==> src/rtl/alu_seq_if.sv <==
// Request/response handshake bundle for alu_seq: operands and one-hot op in,
// widened result out, each side with its own valid/ready pair.
interface alu_seq_if #(
    parameter int unsigned XLEN = 32
);
    logic              in_valid;
    logic              in_ready;
    logic [XLEN-1:0]   in1;
    logic [XLEN-1:0]   in2;
    logic [12:0]       op;
    logic              out_valid;
    logic              out_ready;
    logic [2*XLEN-1:0] result;

    modport master (
        output in_valid, in1, in2, op, out_ready,
        input  in_ready, out_valid, result
    );

    modport slave (
        input  in_valid, in1, in2, op, out_ready,
        output in_ready, out_valid, result
    );
endinterface

==> src/rtl/alu_seq.sv <==
// Multi-cycle ALU: single-cycle logic ops, iterative unsigned divide/remainder and
// shift-add multiply. Define ALU_FAST_MUL_EN to make mul a single-cycle op instead.
module alu_seq #(
    parameter int unsigned XLEN = 32
) (
    input logic       clk,
    input logic       rst,
    alu_seq_if.slave  bus
);
    localparam int unsigned SW = $clog2(XLEN);
    localparam int unsigned CW = SW + 1;

    localparam logic [12:0] OpAdd  = 13'h0001;
    localparam logic [12:0] OpSub  = 13'h0002;
    localparam logic [12:0] OpXor  = 13'h0004;
    localparam logic [12:0] OpOr   = 13'h0008;
    localparam logic [12:0] OpAnd  = 13'h0010;
    localparam logic [12:0] OpSll  = 13'h0020;
    localparam logic [12:0] OpSrl  = 13'h0040;
    localparam logic [12:0] OpSra  = 13'h0080;
    localparam logic [12:0] OpSlt  = 13'h0100;
    localparam logic [12:0] OpSltu = 13'h0200;
    localparam logic [12:0] OpMul  = 13'h0400;
    localparam logic [12:0] OpDivu = 13'h0800;
    localparam logic [12:0] OpRemu = 13'h1000;

    typedef enum logic [1:0] {StIdle, StMul, StDiv, StDone} state_e;

    state_e            state_q, state_d;
    logic [2*XLEN-1:0] result_q, result_d;
    logic [CW-1:0]     cnt_q, cnt_d;
    logic [XLEN-1:0]   divisor_q, divisor_d;  // also the multiplicand
    logic [XLEN-1:0]   rem_q, rem_d;
    logic [XLEN-1:0]   quo_q, quo_d;
    logic              rem_sel_q, rem_sel_d;
`ifndef ALU_FAST_MUL_EN
    logic [2*XLEN-1:0] prod_q, prod_d;
    logic [XLEN:0]     mul_sum;
    logic [2*XLEN-1:0] prod_step;
`endif

    logic              accept;
    logic              last;
    logic [SW-1:0]     shamt;
    logic [2*XLEN-1:0] single_res;
    logic [XLEN:0]     rem_shift;
    logic [XLEN:0]     diff;
    logic [XLEN-1:0]   rem_step;
    logic [XLEN-1:0]   quo_step;

    assign accept = bus.in_valid && (state_q == StIdle);
    assign last   = (cnt_q == CW'(XLEN - 1));
    assign shamt  = bus.in2[SW-1:0];

    assign bus.in_ready  = (state_q == StIdle);
    assign bus.out_valid = (state_q == StDone);
    assign bus.result    = result_q;

    always_comb begin
        single_res = '0;
        unique case (bus.op)
            OpAdd:  single_res[XLEN-1:0] = bus.in1 + bus.in2;
            OpSub:  single_res[XLEN-1:0] = bus.in1 - bus.in2;
            OpXor:  single_res[XLEN-1:0] = bus.in1 ^ bus.in2;
            OpOr:   single_res[XLEN-1:0] = bus.in1 | bus.in2;
            OpAnd:  single_res[XLEN-1:0] = bus.in1 & bus.in2;
            OpSll:  single_res[XLEN-1:0] = bus.in1 << shamt;
            OpSrl:  single_res[XLEN-1:0] = bus.in1 >> shamt;
            OpSra:  single_res[XLEN-1:0] = $signed(bus.in1) >>> shamt;
            OpSlt:  single_res[0] = $signed(bus.in1) < $signed(bus.in2);
            OpSltu: single_res[0] = bus.in1 < bus.in2;
`ifdef ALU_FAST_MUL_EN
            OpMul:  single_res = {{XLEN{1'b0}}, bus.in1} * {{XLEN{1'b0}}, bus.in2};
`endif
            default: single_res = '0;
        endcase
    end

    // Restoring divide step; a zero divisor naturally yields all-ones / dividend.
    always_comb begin
        rem_shift = {rem_q, quo_q[XLEN-1]};
        diff      = rem_shift - {1'b0, divisor_q};
        if (diff[XLEN]) begin
            rem_step = rem_shift[XLEN-1:0];
            quo_step = {quo_q[XLEN-2:0], 1'b0};
        end else begin
            rem_step = diff[XLEN-1:0];
            quo_step = {quo_q[XLEN-2:0], 1'b1};
        end
    end

`ifndef ALU_FAST_MUL_EN
    // Shift-add: multiplier sits in the low half and is consumed LSB first.
    always_comb begin
        mul_sum   = {1'b0, prod_q[2*XLEN-1:XLEN]} + (prod_q[0] ? {1'b0, divisor_q} : '0);
        prod_step = {mul_sum, prod_q[XLEN-1:1]};
    end
`endif

    always_comb begin
        state_d   = state_q;
        result_d  = result_q;
        cnt_d     = cnt_q;
        divisor_d = divisor_q;
        rem_d     = rem_q;
        quo_d     = quo_q;
        rem_sel_d = rem_sel_q;
`ifndef ALU_FAST_MUL_EN
        prod_d    = prod_q;
`endif
        unique case (state_q)
            StIdle: begin
                if (accept) begin
                    cnt_d     = '0;
                    divisor_d = bus.in2;
                    if (bus.op == OpDivu || bus.op == OpRemu) begin
                        state_d   = StDiv;
                        rem_d     = '0;
                        quo_d     = bus.in1;
                        rem_sel_d = (bus.op == OpRemu);
`ifndef ALU_FAST_MUL_EN
                    end else if (bus.op == OpMul) begin
                        state_d = StMul;
                        prod_d  = {{XLEN{1'b0}}, bus.in1};
`endif
                    end else begin
                        state_d  = StDone;
                        result_d = single_res;
                    end
                end
            end
`ifndef ALU_FAST_MUL_EN
            StMul: begin
                prod_d = prod_step;
                cnt_d  = cnt_q + CW'(1);
                if (last) begin
                    state_d  = StDone;
                    result_d = prod_step;
                end
            end
`endif
            StDiv: begin
                rem_d = rem_step;
                quo_d = quo_step;
                cnt_d = cnt_q + CW'(1);
                if (last) begin
                    state_d  = StDone;
                    result_d = {{XLEN{1'b0}}, rem_sel_q ? rem_step : quo_step};
                end
            end
            StDone: begin
                if (bus.out_ready) state_d = StIdle;
            end
            default: state_d = StIdle;
        endcase
    end

    always_ff @(posedge clk) begin
        if (rst) begin
            state_q   <= StIdle;
            result_q  <= '0;
            cnt_q     <= '0;
            divisor_q <= '0;
            rem_q     <= '0;
            quo_q     <= '0;
            rem_sel_q <= 1'b0;
`ifndef ALU_FAST_MUL_EN
            prod_q    <= '0;
`endif
        end else begin
            state_q   <= state_d;
            result_q  <= result_d;
            cnt_q     <= cnt_d;
            divisor_q <= divisor_d;
            rem_q     <= rem_d;
            quo_q     <= quo_d;
            rem_sel_q <= rem_sel_d;
`ifndef ALU_FAST_MUL_EN
            prod_q    <= prod_d;
`endif
        end
    end
endmodule

==> src/flat_wrapper.sv <==
// flat-port wrapper written by rule: the top's interface ports become plain ports
module alu_seq_flat 
#(
    parameter int unsigned XLEN = 32
)
  (clk, rst, bus_in_valid, bus_in1, bus_in2, bus_op, bus_out_ready, bus_in_ready, bus_out_valid, bus_result);
  alu_seq_if #(.XLEN(XLEN)) bus_i ();
  input logic clk;
  input logic rst;
  input wire logic [$bits(bus_i.in_valid)-1:0] bus_in_valid;
  input wire logic [$bits(bus_i.in1)-1:0] bus_in1;
  input wire logic [$bits(bus_i.in2)-1:0] bus_in2;
  input wire logic [$bits(bus_i.op)-1:0] bus_op;
  input wire logic [$bits(bus_i.out_ready)-1:0] bus_out_ready;
  output wire logic [$bits(bus_i.in_ready)-1:0] bus_in_ready;
  output wire logic [$bits(bus_i.out_valid)-1:0] bus_out_valid;
  output wire logic [$bits(bus_i.result)-1:0] bus_result;
  assign bus_i.in_valid = bus_in_valid;
  assign bus_i.in1 = bus_in1;
  assign bus_i.in2 = bus_in2;
  assign bus_i.op = bus_op;
  assign bus_i.out_ready = bus_out_ready;
  assign bus_in_ready = bus_i.in_ready;
  assign bus_out_valid = bus_i.out_valid;
  assign bus_result = bus_i.result;
  alu_seq #(.XLEN(XLEN)) u_core (.clk(clk), .rst(rst), .bus(bus_i));
endmodule
==> config.mk <==
export PLATFORM = sky130hd
export DESIGN_NAME = alu_seq_flat
export DESIGN_NICKNAME = d
export VERILOG_FILES = /design/src/rtl/alu_seq_if.sv /design/src/rtl/alu_seq.sv /design/src/flat_wrapper.sv
export SDC_FILE = /design/constraint.sdc
export NUM_CORES = 1
export LEC_CHECK = 0
export ABC_AREA = 1
export BUFFER_PORTS_ARGS = -buffer_cell sky130_fd_sc_hd__buf_4
export CAP_MARGIN = 40
export CORE_UTILIZATION = 55
export CTS_CLUSTER_SIZE = 24
export DETAILED_ROUTE_END_ITERATION = 10
export GPL_ROUTABILITY_DRIVEN = 0
export GPL_TIMING_DRIVEN = 0
export PLACE_DENSITY = 0.73
export SLEW_MARGIN = 10
export SYNTH_ARGS = -nofsm -noshare
export SYNTH_HDL_FRONTEND = slang
export SYNTH_SLANG_ARGS = --single-unit
export TNS_END_PERCENT = 10
==> constraint.sdc <==
create_clock -name clk -period 7.65 [get_ports clk]
set_clock_uncertainty 0.2 [all_clocks]
set_input_delay 0.3825 -clock clk [delete_from_list [all_inputs] [get_ports clk]]
set_output_delay 0.3825 -clock clk [all_outputs]
set_load 0.02 [all_outputs]
==> out/qor.yml <==
global_route:
  overflow: 0
  groute.usage.overall_pct: 46.9
  grt_pass1_vias: 29200
  antenna_found_initial: 0
  grt_first_pass_wirelength_um: 169000
  grt_max_degree: 14
clock_tree:
  cts_setup_buffers: 0
  cts_buffers: 25
  h-tree-depth: 1
  cts_tree: "done"
  ctsHoldBuffers: 2
  path_clk_slew_ps: 60
  root_buffer: "clkbuf_16"
  clk_path_buf_depth: 3
  clock_sinks: 233
  clock_latency_ps: 550
  ctsResizeCount: 0
yosys:
  synthMuxAreaShare_pct: 0.0391
  netlist_top_cells_area: "nand2_1 (23%), dfxtp_1 (18%), nand3_1 (8.8%), ha_1 (8.5%), inv_1 (8.2%)"
  ys_warn_count: 0
  synth_top_area_cell: "nand2_1"
  yosysMostFrequentCell: "nand2_1"
  synthCells: 4614
  ys_seq_area_share_pct: 18.2
  syn-cell-area_mm2: 0.0256
  synth_ff_type: "dfxtp_1"
  syn_avg_cell_area_um2: 5.55
  synth_top_family_by_area: "simple AND/OR/NAND/NOR gates"
  async_reset_ff_share_pct: 0
  synthDominantCellAreaShare_pct: 23.3
  synth_xor_area_share_pct: 0.616
  synth_compound_area_share_pct: 16.0
  synthAdderAreaFrac_pct: 8.77
  synth_common_cells: "nand2_1 (1591), inv_1 (558), nand3_1 (448), nor2_1 (388), a21oi_1 (320)"
  synth_fp_nets: 4872
  synth-edff-count: 0
  synthDistinctLibCells: 50
  ys_seq_elements: 233
  synthSimpleGateAreaFrac_pct: 44.4
detailed_routing:
  via_per_inst: 5.96
  first_iter_violations: 4229
  postRouteAntennaNets: 0
  num_vias: 32200
  post-route-drc-count: 0
  wl_per_cell_um: 21.1
  drt-total-wl_um: 114000
  dr.pass1.iters: 8
floorplan:
  core-area_mm2: 0.0457
  fp.dieH_um: 218
  pin_count: 147
  dieArea_mm2: 0.0474
  die_w_um: 218
  fp-row-count: 78
  initial_core_util_pct: 56.0
timing:
  maxSlewHeadroom_pct: 38.0
  setup_viol: 0
  hold_violations: 1
  setup-tns-final_ps: 0
  max_freq_ghz: 0.228
  tightest_slew_ps: 927
  slew_violations: 0
  min_period_over_period_pct: 57.3
  hold_ws_ps: -10.1
  rsz0062_at_grt: "false"
  post-route-min-period_ps: 4390
final_layout:
  fin_nets: 5047
  drive_gt1_share_pct: 7.68
  n_fill_cell: 4772
  n_antenna_cell: 0
  area_growth_syn_to_layout_pct: 10.5
  layoutNonFillerInstCount: 5406
worst_hold_path:
  hold_class: "in -> reg"
power_and_ir_drop:
  p_comb_share_pct: 49.1
  p_sw_mw: 2.74
  p_per_area_mw_per_mm2: 201
  p_total_mw: 5.69
  irDropWorstVdd_mv: 0.174
  swShare_pct: 48.1
  p_int_mw: 2.95
  p_seq_share_pct: 28.6
  p_leak_nw: 14.3
  clock_power_share_pct: 22.3
critical_path:
  crit_type: "in -> reg"
  path_cells: "buf_4 -> inv_1 -> clkbuf_1 -> clkbuf_1 -> ha_1 -> nand2_1 -> nand2_1 -> nor2_1 -> o21bai_1 -> nand3_1 -> nand2_1 -> a21oi_1 -> nand3_1 -> a21oi_1 -> a21oi_2"
  cp-start-kind: "input port"
  crit_path_max_incr_delay_ps: 550
  cp.required_ps: 7880
  arrival_ps: 4610
  crit_path_top_delay_cell: "clkbuf_1"
  crit_top_cell: "nand2_1"
  reg2reg_slack_ps: 4020
  end_kind: "flop"
  cp_max_fo: 11
outcome:
  violations: "hold timing"
  outcome: "complete, but fails checks"
job:
  cap_violations: 0
place:
  dp_cells: 5360
  hpwl_um: 91100
  port_buffers: 146
sequential cells by signal, summed over array words and instances, names as in the netlist:
signal,count
u_core.rem_sel_q,1
u_core.cnt_q,6
u_core.divisor_q,32
u_core.bus.result,64
u_core.quo_q,32
u_core.state_q,2
u_core.rem_q,32
u_core.prod_q,64
area by class of cell:
type | instances | area, um^2 | area share (%)
Clock buffer | 34 | 689 | 2.44
Sequential cell | 233 | 4660 | 16.5
Buffer | 204 | 901 | 3.19
Tap cell | 600 | 751 | 2.65
Clock inverter | 10 | 135 | 0.478
Inverter | 573 | 2150 | 7.61
Timing Repair Buffer | 148 | 1120 | 3.95
Multi-Input combinational cell | 3604 | 17900 | 63.2
critical path, delay by kind of cell:
family	cells	cell delay, ps
buffers and inverters	4	1320
adders and majority gates	1	420
AOI/OAI and AO/OA	4	1090
and+or+nand+nor	6	1390
power groups by stage:
stage	Combinational (mW)	Sequential, mW	Clock, mW
after global routing	3.03	1.64	1.31
after detailed placement	2.69	1.64	0
after global placement	2.67	1.64	0
after CTS	2.71	1.61	1.26
after floorplan	1.76	1.63	0
final	2.79	1.63	1.27
per-layer routing:
layer | wire length, um | track usage [%] | vias up
met1 | 40500 | 54.5 | 14200
met2 | 47200 | 71.7 | 2153
met5 | 0 | 0.104 | -
met4 | 12500 | 42.6 | 0
met3 | 14000 | 10.6 | 648
li1 | - | - | 15200
layout by cell type (no fill, tap or decap), types with 8 or more instances in the layout:
cell | netlist | layout
nand4_1 | 54 | 54
o21bai_1 | 18 | 18
clkbuf_16 | 0 | 25
nor2_1 | 388 | 388
nor3_1 | 42 | 42
nand2_2 | 14 | 14
o21ai_1 | 27 | 27
nand2_4 | 24 | 24
nand3b_1 | 18 | 18
nand3_2 | 24 | 24
a21oi_2 | 21 | 21
nor2_2 | 8 | 8
clkbuf_1 | 126 | 132
o21ai_0 | 233 | 233
buf_4 | 8 | 154
inv_2 | 12 | 12
nand2_1 | 1591 | 1591
xor2_1 | 15 | 15
a21oi_1 | 320 | 320
o22ai_1 | 14 | 14
and2_1 | 17 | 17
a31oi_1 | 67 | 67
buf_2 | 46 | 46
o211ai_1 | 24 | 24
inv_1 | 558 | 558
or2_2 | 13 | 13
ha_1 | 173 | 173
nand3_1 | 448 | 448
dfxtp_1 | 233 | 233
buf_1 | 20 | 20
worst paths after layout:
| path | start | end | depth (start not counted) |
|---|---|---|---|
| worst max-delay path | bus_in2[3] | u_core.bus.result[8] | 15 |
| worst min-delay path | bus_in2[13] | u_core.divisor_q[13] | 3 |
| worst max register to register | u_core.divisor_q[0] | u_core.bus.result[15] | 19 |
| worst min register to register | u_core.bus.result[61] | u_core.bus.result[61] | 2 |
cell families (layout without fill, tap and decap cells):
group	Yosys count	after routing
AOI/OAI and AO/OA	748	748
xor gates and xnor gates	18	18
adders and majority gates	177	177
buffers and inverters	777	969
DFF	233	233
muxes	1	1
and+or+nand+nor	2660	2660
through the flow:
stage	utilization [%]	setup slack (ps)	hold slack, ps	instance area [um^2]
floorplan	-	4580	222	25600
CTS	61.9	3820	0.558	28300
global placement	60.1	3270	245	27400
detailed placement	60.1	3270	255	27400
global route	61.9	3360	12.3	28300
finish	61.9	3260	-10.1	28300
Note: power is estimated with default switching activity, not from simulation.
